File: src/rtl/rtc_fattime_pack.sv
// rtc_fattime_pack
// Packs the DS1302 BCD calendar registers into a 32-bit FAT timestamp.
//
// A stability filter takes a coherent snapshot of the six calendar fields.
// On a Start_Sig request, a small FSM copies the snapshot into working
// registers. It converts each BCD field to binary, one field per cycle,
// then packs the fields and pulses Done_Sig.
//
// Optional build macro: FATTIME_RANGE_CHECK_EN
//   defined   -> PACK validates fields; invalid input gives Err=1 and 1980-01-01.
//   undefined -> no validation; Err stays 0 and fields are truncated.
module rtc_fattime_pack #(
    parameter int unsigned STABLE_CYCLES = 4
) (
    input  logic        CLK,
    input  logic        RSTn,
    input  logic [7:0]  Time_year,
    input  logic [7:0]  Time_month,
    input  logic [7:0]  Time_date,
    input  logic [7:0]  Time_hour,
    input  logic [7:0]  Time_munite,
    input  logic [7:0]  Time_second,
    input  logic        Start_Sig,
    output logic        Done_Sig,
    output logic [31:0] FatTime,
    output logic        Err,
    output logic        Snap_Valid
);

    typedef enum logic [2:0] {
        S_IDLE    = 3'd0,
        S_CONV    = 3'd1,
        S_PACK    = 3'd2,
        S_DONE    = 3'd3,
        S_WAITLOW = 3'd4
    } state_t;

    localparam logic [7:0]  LP_STABLE    = 8'(STABLE_CYCLES);
    localparam logic [7:0]  LP_STABLE_M1 = 8'(STABLE_CYCLES - 1);
    localparam logic [31:0] LP_FAT_EPOCH = 32'h0021_0000;

    // BCD byte to binary: tens*10 + ones, computed as (tens<<3)+(tens<<1)+ones.
    // Illegal nibbles still produce a value (at most 165), so 8 bits suffice.
    function automatic logic [7:0] bcd2bin(input logic [7:0] bcd);
        logic [7:0] tens;
        tens = {4'h0, bcd[7:4]};
        return (tens << 3) + (tens << 1) + {4'h0, bcd[3:0]};
    endfunction

    // Snapshot stage
    logic [47:0] w_live;
    logic [47:0] r_copy;
    logic [47:0] r_snap;
    logic [7:0]  r_cnt;
    logic        r_snap_valid;

    // Conversion and packing
    state_t      r_state;
    logic [2:0]  r_idx;
    logic [47:0] r_work;
    logic [7:0]  r_bin_sec;
    logic [7:0]  r_bin_min;
    logic [7:0]  r_bin_hour;
    logic [7:0]  r_bin_date;
    logic [7:0]  r_bin_mon;
    logic [7:0]  r_bin_year;
    logic [7:0]  w_cur_bin;
    logic [7:0]  w_year_p;
    logic [31:0] w_packed;
    logic        w_err;
    logic [31:0] r_fattime;
    logic        r_err;
    logic        r_done;
    logic        w_unused;

    assign w_live = {Time_year, Time_month, Time_date, Time_hour, Time_munite, Time_second};

    // Stability filter: a snapshot is taken only after the inputs match the copy for STABLE_CYCLES edges
    always_ff @(posedge CLK or negedge RSTn) begin
        if (!RSTn) begin
            r_copy       <= 48'd0;
            r_snap       <= 48'd0;
            r_cnt        <= 8'd0;
            r_snap_valid <= 1'b0;
        end else if (w_live != r_copy) begin
            r_copy <= w_live;
            r_cnt  <= 8'd0;
        end else if (r_cnt != LP_STABLE) begin
            r_cnt <= r_cnt + 8'd1;
            if (r_cnt == LP_STABLE_M1) begin
                r_snap       <= r_copy;
                r_snap_valid <= 1'b1;
            end
        end
    end

    // Selects the masked BCD field addressed by idx and converts it to binary
    always_comb begin
        w_cur_bin = 8'd0;
        case (r_idx)
            3'd0:    w_cur_bin = bcd2bin({1'b0, r_work[6:0]});
            3'd1:    w_cur_bin = bcd2bin({1'b0, r_work[14:8]});
            3'd2:    w_cur_bin = bcd2bin({2'b00, r_work[21:16]});
            3'd3:    w_cur_bin = bcd2bin({2'b00, r_work[29:24]});
            3'd4:    w_cur_bin = bcd2bin({3'b000, r_work[36:32]});
            3'd5:    w_cur_bin = bcd2bin(r_work[47:40]);
            default: w_cur_bin = 8'd0;
        endcase
    end

    // FAT layout: year-1980 | month | date | hour | minute | second/2
    always_comb begin
        w_year_p = r_bin_year + 8'd20;
        w_packed = {w_year_p[6:0], r_bin_mon[3:0], r_bin_date[4:0],
                    r_bin_hour[4:0], r_bin_min[5:0], r_bin_sec[5:1]};
    end

`ifdef FATTIME_RANGE_CHECK_EN
    // Field validation: illegal BCD nibbles, out-of-range values, or 12-hour mode
    always_comb begin
        w_err = 1'b0;
        if ((r_work[3:0]   > 4'd9) || (r_work[11:8]  > 4'd9) ||
            (r_work[19:16] > 4'd9) || (r_work[27:24] > 4'd9) ||
            (r_work[35:32] > 4'd9) || (r_work[43:40] > 4'd9) ||
            (r_work[47:44] > 4'd9)) begin
            w_err = 1'b1;
        end else if ((r_bin_mon < 8'd1) || (r_bin_mon > 8'd12) ||
                     (r_bin_date < 8'd1) || (r_bin_date > 8'd31) ||
                     (r_bin_hour > 8'd23) || r_work[23] ||
                     (r_bin_min > 8'd59) || (r_bin_sec > 8'd59)) begin
            w_err = 1'b1;
        end else begin
            w_err = 1'b0;
        end
    end
`else
    assign w_err = 1'b0;
`endif

    // Bits outside the packed field widths are intentionally dropped
    assign w_unused = ^{r_work, r_bin_sec, r_bin_min, r_bin_hour,
                        r_bin_date, r_bin_mon, w_year_p};

    // Request FSM: load, convert one field per cycle, pack, pulse Done, then wait for Start to drop.
    // The load edge also converts seconds, so CONV covers the remaining five fields (idx 1..5).
    always_ff @(posedge CLK or negedge RSTn) begin
        if (!RSTn) begin
            r_state    <= S_IDLE;
            r_idx      <= 3'd0;
            r_work     <= 48'd0;
            r_bin_sec  <= 8'd0;
            r_bin_min  <= 8'd0;
            r_bin_hour <= 8'd0;
            r_bin_date <= 8'd0;
            r_bin_mon  <= 8'd0;
            r_bin_year <= 8'd0;
            r_fattime  <= 32'd0;
            r_err      <= 1'b0;
            r_done     <= 1'b0;
        end else begin
            case (r_state)
                S_IDLE: begin
                    r_done <= 1'b0;
                    if (Start_Sig && r_snap_valid) begin
                        r_work    <= r_snap;
                        r_bin_sec <= bcd2bin({1'b0, r_snap[6:0]});
                        r_idx     <= 3'd1;
                        r_state   <= S_CONV;
                    end
                end
                S_CONV: begin
                    case (r_idx)
                        3'd1:    r_bin_min  <= w_cur_bin;
                        3'd2:    r_bin_hour <= w_cur_bin;
                        3'd3:    r_bin_date <= w_cur_bin;
                        3'd4:    r_bin_mon  <= w_cur_bin;
                        3'd5:    r_bin_year <= w_cur_bin;
                        default: r_bin_sec  <= w_cur_bin;
                    endcase
                    if (r_idx == 3'd5) begin
                        r_state <= S_PACK;
                    end else begin
                        r_idx <= r_idx + 3'd1;
                    end
                end
                S_PACK: begin
                    r_fattime <= w_err ? LP_FAT_EPOCH : w_packed;
                    r_err     <= w_err;
                    r_done    <= 1'b1;
                    r_state   <= S_DONE;
                end
                S_DONE: begin
                    r_done  <= 1'b0;
                    r_state <= S_WAITLOW;
                end
                S_WAITLOW: begin
                    r_done <= 1'b0;
                    if (!Start_Sig) begin
                        r_state <= S_IDLE;
                    end
                end
                default: begin
                    r_done  <= 1'b0;
                    r_state <= S_IDLE;
                end
            endcase
        end
    end

    assign Done_Sig   = r_done;
    assign FatTime    = r_fattime;
    assign Err        = r_err;
    assign Snap_Valid = r_snap_valid;

endmodule

File: config.mk
export PLATFORM = sky130hd
export DESIGN_NAME = rtc_fattime_pack
export DESIGN_NICKNAME = d
export VERILOG_FILES = /design/src/rtl/rtc_fattime_pack.sv
export SDC_FILE = /design/constraint.sdc
export NUM_CORES = 1
export LEC_CHECK = 0
export CAP_MARGIN = 20
export CORE_UTILIZATION = 47
export CTS_CLUSTER_SIZE = 24
export DETAILED_ROUTE_END_ITERATION = 10
export GPL_TIMING_DRIVEN = 1
export PLACE_DENSITY = 0.67
export SLEW_MARGIN = 20
export SYNTH_ARGS = -nofsm -noshare
export SYNTH_HDL_FRONTEND = slang
export SYNTH_SLANG_ARGS = --single-unit
File: constraint.sdc
create_clock -name CLK -period 3.75 [get_ports CLK]
set_input_delay 0.75 -clock CLK [delete_from_list [all_inputs] [get_ports CLK]]
set_output_delay 0.75 -clock CLK [all_outputs]
set_load 0.03 [all_outputs]
==> run summary, run 1 <==
For the boundary pin count, the log shows 86. Data on the critical path is required at its endpoint by 4.12 ns. In this run the deepest clock path goes through 3 buffers. Summing the sequential cell areas from Yosys gives 54.2% of the chip area. Worst min-delay path class: in -> async. Reg-to-reg startpoint: r_work[44]. For the share of total power in the clock network, the log shows 45.0%. The count of warnings emitted by yosys is 0, and the share of total power in combinational logic is 3.8%.

The run gives 52 as the count of cell types in the netlist. Synthesis produced a netlist with a net count of 890. The final worst setup slack was 1.05 ns; the number of antenna-violating nets in the routed design was 0. Overall power consumption after layout is estimated at 4.44 mW.

The vertical extent of the die was 144 um. For the finished layout, the period the worst path requires is 2.70 ns. Dividing the detail-routed via count by the number of cells gives 5.12. The analysis attributes to cell leakage a power of 5.62 nW. The clock latency of the later-clocked register in the worst-skew pair came out at 0.50 ns.

The number of nets in the finished design is 936. The final hold violation count is 0. The global placer's final weighted congestion is 0.868. In this run, flip-flops and latches consume 51.2% of the power. Power per cell area: 397 nW/um^2. Of all cell types, the one taking the most synthesized area is sky130_fd_sc_hd__dfrtp_1.

The tools report the count of placed standard cells including taps as 1076. In this run the tool buffered the top-level ports with 84 buffer cells. The largest incremental delay on the critical path is 0.51 ns. The worst setup path is captured at a flip-flop. CTS saw 206 sinks. The number of antenna diodes in the final layout is 0. The run gives 5696 as the count of vias placed by the detailed router. Setup repair after global routing left no endpoint under its margin. Traced cell by cell, the critical path runs through inv_1 -> fa_1 -> inv_1 -> fa_1 -> xnor2_1 -> nand2_1 -> a32o_1 -> a221oi_1 -> buf_4 -> o31ai_1. The tools report the clock skew after layout as 0.0170 ns. The maximum operating frequency is 370 MHz, and the switching part of the total power is 20.4%. Summed over all nets, the switching power comes to 0.906 mW. The area growth from synthesis to layout is 17.3%. The number of hold buffers added after CTS was 0. Counting the fill cells in the layout gives 1678. The tools report the deepest level of the CTS H-tree as 1. The wire length per cell after detailed routing was 16.1 um. In the routed design, unresolved DRC markers number 0.

Leaving out fill and tap cells, the most frequent cells in the layout are sky130_fd_sc_hd__dfrtp_1, sky130_fd_sc_hd__nand2_1, sky130_fd_sc_hd__clkdlybuf4s50_1. The number of max-capacitance violations reported is 0, and the post-place setup slack is 0.588 ns. Endpoint arrival time on the critical path: 3.07 ns. The average instance area after synthesis came out at 12.1 um^2. The CTS root buffer was sky130_fd_sc_hd__clkbuf_16. For the pin with the worst max-slew slack, the measured transition is 0.878 ns. The run gives 18.0 mm as the detailed-route wire length. The synthesized flop and latch total came out at 206. Once the floorplan was initialized, standard cells occupied 48.4% of the core. The cell with the biggest individual delay on the critical path is sky130_fd_sc_hd__fa_1. The logs give 103 for the largest net degree at the start of global routing and 0 for the number of antenna violations at the first check in global routing. The post-cts sizing count came out at 0. Leaving out fill and tap cells, the most frequent cell in the layout is sky130_fd_sc_hd__dfrtp_1. The die covers 20800 um^2. The overall routing resource usage is 18.5%, and the total number of placement rows is 51. For the final routed database, the setup TNS stands at 0 ns.

The top-area cell type share of the netlist area is 54.2%, and the largest fanout on the critical path is 5. The detailed router finished its first iteration with 244 violations. The core region is 19700 um^2. Fraction of final layout cells with drive strength greater than 1: 16.7%.

By area the synthesized netlist is led by sky130_fd_sc_hd__dfrtp_1, sky130_fd_sc_hd__mux2_2, sky130_fd_sc_hd__mux2_4. For the first-pass GRT wire length, the log shows 30.1 mm. Cell internal power was estimated by the tool at 3.53 mW. STA classifies the critical path startpoint as a flip-flop. The floorplan step set the die width to 144 um.

The via count of the first global-routing pass was 6029. The number of setup buffers added after CTS is 0. The run gives 22 as the number of buffers created by CTS. Final-report max-slew violation count: 0.

Setup violations remaining at the end of the flow were counted as 0. In the final layout, the multi-input gates occupy 3980 um^2. In the finished design, the share of the clock period the worst path needs comes to 72.1%. The run finished with clean final reports. The finished layout holds 1113 standard cells, fillers aside. TritonCTS built the clock tree. After synthesis the cells add up to 9520 um^2. After global routing the overflow that remains totals 0.

The critical path starts at r_work[44]. The worst pin sits at a relative slew slack of 41.2%. Clock-pin transition on the worst setup and hold timing paths: 0.06 ns.

The register area is 5150 um^2, and the half-perimeter wire length after detailed placement is 13.2 mm. The critical path is of the reg -> reg type. IR analysis of the VDD net gives a maximum drop of 0.315 mV. The logs give 4 for the count of TritonRoute iterations in the first routing pass and 789 for the synthesized instance count.
## power by group through the flow
stage / Sequential [mW] / Combinational (mW) / Clock [mW]
after floorplan: 2.30 / 0.0663 / 0
after global placement: 2.31 / 0.169 / 0
after detailed placement: 2.31 / 0.175 / 0
after CTS: 2.27 / 0.176 / 2.06
after global routing: 2.27 / 0.190 / 2.15
final: 2.27 / 0.169 / 2.00
## area by class of cell
type	instances	area share, %
repair buffers	95	8.53
multi-input cells	489	35.6
inverters	21	0.706
clock inverters	2	0.0897
well taps	265	2.97
flip-flops and latches	206	46.2
clock buffers	35	5.92
## worst paths after layout
path	end	slack, ns	cells past startpoint
worst max-delay path	r_bin_min[4]	1.05	10
worst min-delay path	r_bin_sec[2]	0.25	1
worst max register to register	r_bin_min[4]	1.05	10
worst min register to register	FatTime[25]	0.46	2
max in group asynchronous	r_copy[0]	2.58	2
min in group CLK	FatTime[25]	0.46	2
## per-layer routing
layer / vias up / track usage [%] / wire, um
met5: - / 0 / 0
met4: 0 / 6.48 / 556
met3: 35 / 2.98 / 700
met2: 124 / 31.9 / 8740
met1: 2803 / 23.6 / 7980
li1: 2734 / - / -
## worst max-delay path: cells and delay by family, from the launching register on
kind,cells,cell delay (ns)
buf+inv,3,0.35
xor+xnor,1,0.18
flops,1,0.38
compound gates,3,0.62
simple gates,1,0.09
fa+ha+maj,2,0.98
## cell usage after synthesis, drive strengths merged
master	number
dfrtp	206
nand2	128
mux2	97
clkbuf	62
xnor2	58
ha	40
inv	20
a21oi	18
nor2	16
o21ai	14
nand4	13
buf	11
nand3	11
fa	10
xor2	10
a21o	9
mux2i	7
a22o	6
o31ai	6
and3	4
nand3b	4
nor2b	4
a222oi	3
nand2b	3
nor4	3
a211oi	2
a31oi	2
a32o	2
nor3	2
nor3b	2
o22ai	2
or4	2
a221oi	1
a22oi	1
a31o	1
and2	1
clkinv	1
conb	1
nor4b	1
o221ai	1
o41ai	1
or2	1
or3	1
or3b	1
## per-stage QoR
stage / util (%) / instance area, um^2 / hold slack [ns]
4_1_cts: 56.8 / 11200 / 0.253
5_1_grt: 56.8 / 11200 / 0.284
6_report: 56.8 / 11200 / 0.254
3_5_place_dp: 53.4 / 10500 / 0.453
2_1_floorplan: - / 9520 / 0.433
3_3_place_gp: 53.4 / 10500 / 0.454
## cell families after synthesis
kind of cell,synth area share [%]
AND/OR/NAND/NOR,9.51
multiplexers,13.8
flip-flops,54.2
other,0.0394
AO/OA/AOI/OAI,4.81
adder cells (fa/ha/maj),7.36
XOR/XNOR,6.26
buffers and inverters,4.09
## state kept, by name, summed over array words and instances (netlist names)
register    count
r_copy         48
r_bin_min       6
Snap_Valid      1
r_bin_date      5
r_bin_sec       5
r_bin_hour      5
r_work         39
FatTime        32
r_bin_mon       4
Done_Sig        1
r_bin_year      7
r_idx           3
r_cnt           8
r_snap         39
r_state         3
Power figures use the tool's default switching activity.
==> run 2, diff against run 1 <==
PLACE_DENSITY = 0.7   (was 0.67)
clock period = 2.3 ns   (was 3.75 ns; I/O delays follow)
==> run summary, run 2 (synthesized netlist as in run 1, its figures left out) <==
The run finished, with violations left. The final reports fail on negative setup slack. The final hold violation count was 0 (unchanged); the largest net degree at the start of global routing was 67 (was 103). The area inside the core boundary came out at 19700 um^2 (unchanged). The relative slew slack was 49.9% (was 41.2%). For the count of placed standard cells including taps, the log shows 1108 (was 1076). Largest incremental delay on the critical path: 0.55 ns (was 0.51 ns). The clock-pin transition on the worst setup and hold timing paths works out to 0.06 ns (about the same).

Setup repair after global routing could not meet its margin everywhere. The CTS root buffer is sky130_fd_sc_hd__clkbuf_16 (unchanged). The effective utilization at floorplan came out at 48.4% (unchanged).

The tools report the data required time at the worst endpoint as 2.68 ns (was 4.12 ns). For the overall routing resource usage, the log shows 19.0% (was 18.5%). The number of buffers created by CTS was 22 (unchanged); the final worst setup slack was -0.133 ns (was 1.05 ns).

The type of element capturing the critical path is a flip-flop (unchanged). TritonCTS built the clock tree. Cell leakage power: 5.89 nW (was 5.62 nW). The logs give 5820 (was 5696) for the count of vias placed by the detailed router and 0 (unchanged) for the number of max-capacitance violations reported. The tools report the kind of start point of the critical path as a flip-flop (unchanged). Most used cells in the layout excluding fill and tap cells: sky130_fd_sc_hd__dfrtp_1, sky130_fd_sc_hd__nand2_1, sky130_fd_sc_hd__clkdlybuf4s50_1 (unchanged).

The number of flip-flops in the largest register works out to 48 (unchanged). The run gives 0.0159 ns (was 0.0170 ns) as the clock skew after layout. The power dissipated by switching net loads was 1.56 mW (was 0.906 mW). The part of the cycle the worst path needs is 106% (was 72.1%).

The total negative slack is -1.18 ns (was 0 ns), and the fraction of final layout cells with drive strength greater than 1 is 23.8% (was 16.7%). Critical path cell sequence: inv_2 -> fa_1 -> inv_2 -> fa_2 -> xnor2_1 -> nand2_1 -> a32o_2 -> a221oi_2 -> buf_4 -> o41ai_2 (was inv_1 -> fa_1 -> inv_1 -> fa_1 -> xnor2_1 -> nand2_1 -> a32o_1 -> a221oi_1 -> buf_4 -> o31ai_1). The ratio of routed vias to standard cells is 5.05 (was 5.12), and the DRC violation count after routing is 0 (unchanged). The power per cell area was 661 nW/um^2 (was 397 nW/um^2); the count of input and output buffers was 84 (unchanged). The register area came out at 5150 um^2 (unchanged). The logs give 1648 (was 1678) for the fill cell total of the finished layout and 51 (unchanged) for the total number of placement rows.

The cell with the biggest individual delay on the critical path was sky130_fd_sc_hd__fa_1 (unchanged). The clock latency of the later-clocked register in the worst-skew pair was 0.51 ns (was 0.50 ns); the first-pass GRT wire length was 30.7 mm (was 30.1 mm). The maximum root-to-sink buffer count was 3 (unchanged).

Post-place setup slack: -0.429 ns (was 0.588 ns). The tools report the share of total power in the clock network as 48.4% (was 45.0%). The maximum vdd drop is 0.579 mV (was 0.315 mV), and the wire length per cell after detailed routing is 15.9 um (was 16.1 um). The half-perimeter wire length after detailed placement came out at 13.3 mm (was 13.2 mm).

The register ranked first by flip-flop count is r_copy (unchanged). The shortest period the worst path allows works out to 2.43 ns (was 2.70 ns). The worst hold slack after final layout was 0.434 ns (was 0.254 ns); the overall die area was 20800 um^2 (unchanged). The run gives 411 MHz (was 370 MHz) as the maximum operating frequency. The deepest level of the CTS H-tree was 1 (unchanged); the final-report max-slew violation count was 0 (unchanged). The part of the total power dissipated in sequential elements is 47.9% (was 51.2%), and the area added between synthesis and finish is 22.8% (was 17.3%). The run gives 18.4 mm (was 18.0 mm) as the detailed-route wire length. Category of the critical setup timing path: reg -> reg (unchanged). The chip width was 144 um (unchanged); the number of antenna-violating nets in the routed design was 0 (unchanged). Largest registers: r_copy: 48 flops, r_snap: 39 flops, r_work: 39 flops (unchanged).

The most common cell after layout, fill and taps aside is sky130_fd_sc_hd__dfrtp_1 (unchanged). The run gives 241 (was 244) as the number of DRC markers after the initial detailed-route iteration. The run gives 5 (was 4) as the count of TritonRoute iterations in the first routing pass. The share of total power in combinational logic was 3.7% (was 3.8%); the filler-free cell count of the finished design was 1153 (was 1113). The most numerous cell type found on the critical path is sky130_fd_sc_hd__inv_2.

The vertical extent of the die works out to 144 um (unchanged). The number of setup violations in the final report is 14 (was 0). The count of clock tree sinks was 206 (unchanged). The kind of cell with the highest combined delay on the critical path was adder cells (unchanged).

The number of nets in the finished design was 973 (was 936); the combined buffer and inverter count along the critical path was 3 (unchanged). The run gives 86 (unchanged) as the boundary pin count. The switching part of the total power is 20.2% (was 20.4%). Largest fanout on the critical path: 5 (unchanged). The count of antenna diodes in the layout was 0 (unchanged).

The run gives 0.843 (was 0.868) as the global placer's final weighted congestion. The tools report the via count of the first global-routing pass as 5907 (was 6029). The logs give 6.16 mW (was 3.53 mW) for the cell internal power dissipation and 0 (unchanged) for the number of antenna violations at the first check in global routing. Transition time at the pin with the least slew margin: 0.751 ns (was 0.878 ns). Worst min-delay path class: in -> reg (was in -> async).

The endpoint arrival time on the critical path is 2.82 ns (was 3.07 ns), and the area used by multi-input combinational logic is 4080 um^2 (was 3980 um^2). For the final global-route overflow total, the log shows 0 (unchanged). Utilization of the core after routing: 59.5% (was 56.8%).
run 2: worst paths after layout:
path / end / cells past startpoint / from / slack [ns]
max in group asynchronous: FatTime[26] / 3 / RSTn / 1.11
worst max-delay path: r_bin_sec[4] / 10 / r_work[43] / -0.13
worst min-delay path: r_copy[13] / 1 / Time_munite[5] / 0.43
worst max register to register: r_bin_sec[4] / 10 / r_work[43] / -0.13
min in group asynchronous: FatTime[6] / 2 / RSTn / 0.52
worst min register to register: FatTime[26] / 2 / r_bin_year[1] / 0.46
run 2: repair_timing:
action,in CTS,in global routing
buffers inserted,3,1
setup endpoints to repair,15,37
hold endpoints to repair,61,0
gates resized for setup,20,8
hold buffers,1,0
pin swaps,9,10
run 2: worst reg2reg max path, cell delays in order, from the launching register on:
cell                       delay (ns)
sky130_fd_sc_hd__dfrtp_1         0.35
sky130_fd_sc_hd__inv_2           0.04
sky130_fd_sc_hd__fa_1            0.55
sky130_fd_sc_hd__inv_2           0.05
sky130_fd_sc_hd__fa_2            0.35
sky130_fd_sc_hd__xnor2_1         0.15
sky130_fd_sc_hd__nand2_1         0.09
sky130_fd_sc_hd__a32o_2          0.28
sky130_fd_sc_hd__a221oi_2        0.17
sky130_fd_sc_hd__buf_4           0.18
sky130_fd_sc_hd__o41ai_2         0.08
run 2: metal layers:
layer / track usage [%] / part of all wire (%)
met1: 25.7 / 45
met5: 0 / 0
met3: 3.01 / 4.2
met4: 5.65 / 2.5
met2: 31.4 / 48
run 2: cell type report:
type	instances	area share [%]
clock buffer	31	5.34
clock inverter	9	1.34
inverter	21	0.675
multi-input combinational	489	34.9
sequential	206	44.1
tap	265	2.84
timing repair buffer	132	10.8
run 2: power by group through the flow:
stage                     combinational [mW]  clock (mW)  sequential, mW
after floorplan                        0.108           0            3.76
after global placement                 0.291           0            3.76
after detailed placement               0.292           0            3.76
after CTS                              0.295        3.84            3.70
after global routing                   0.318        3.98            3.70
final                                  0.286        3.74            3.70
run 2: stage by stage:
step           cell area (um^2)  total power, mW
3_3_place_gp              10800             4.05
3_5_place_dp              10800             4.06
5_1_grt                   11700             8.00
2_1_floorplan              9540             3.87
6_report                  11700             7.72
4_1_cts                   11600             7.83
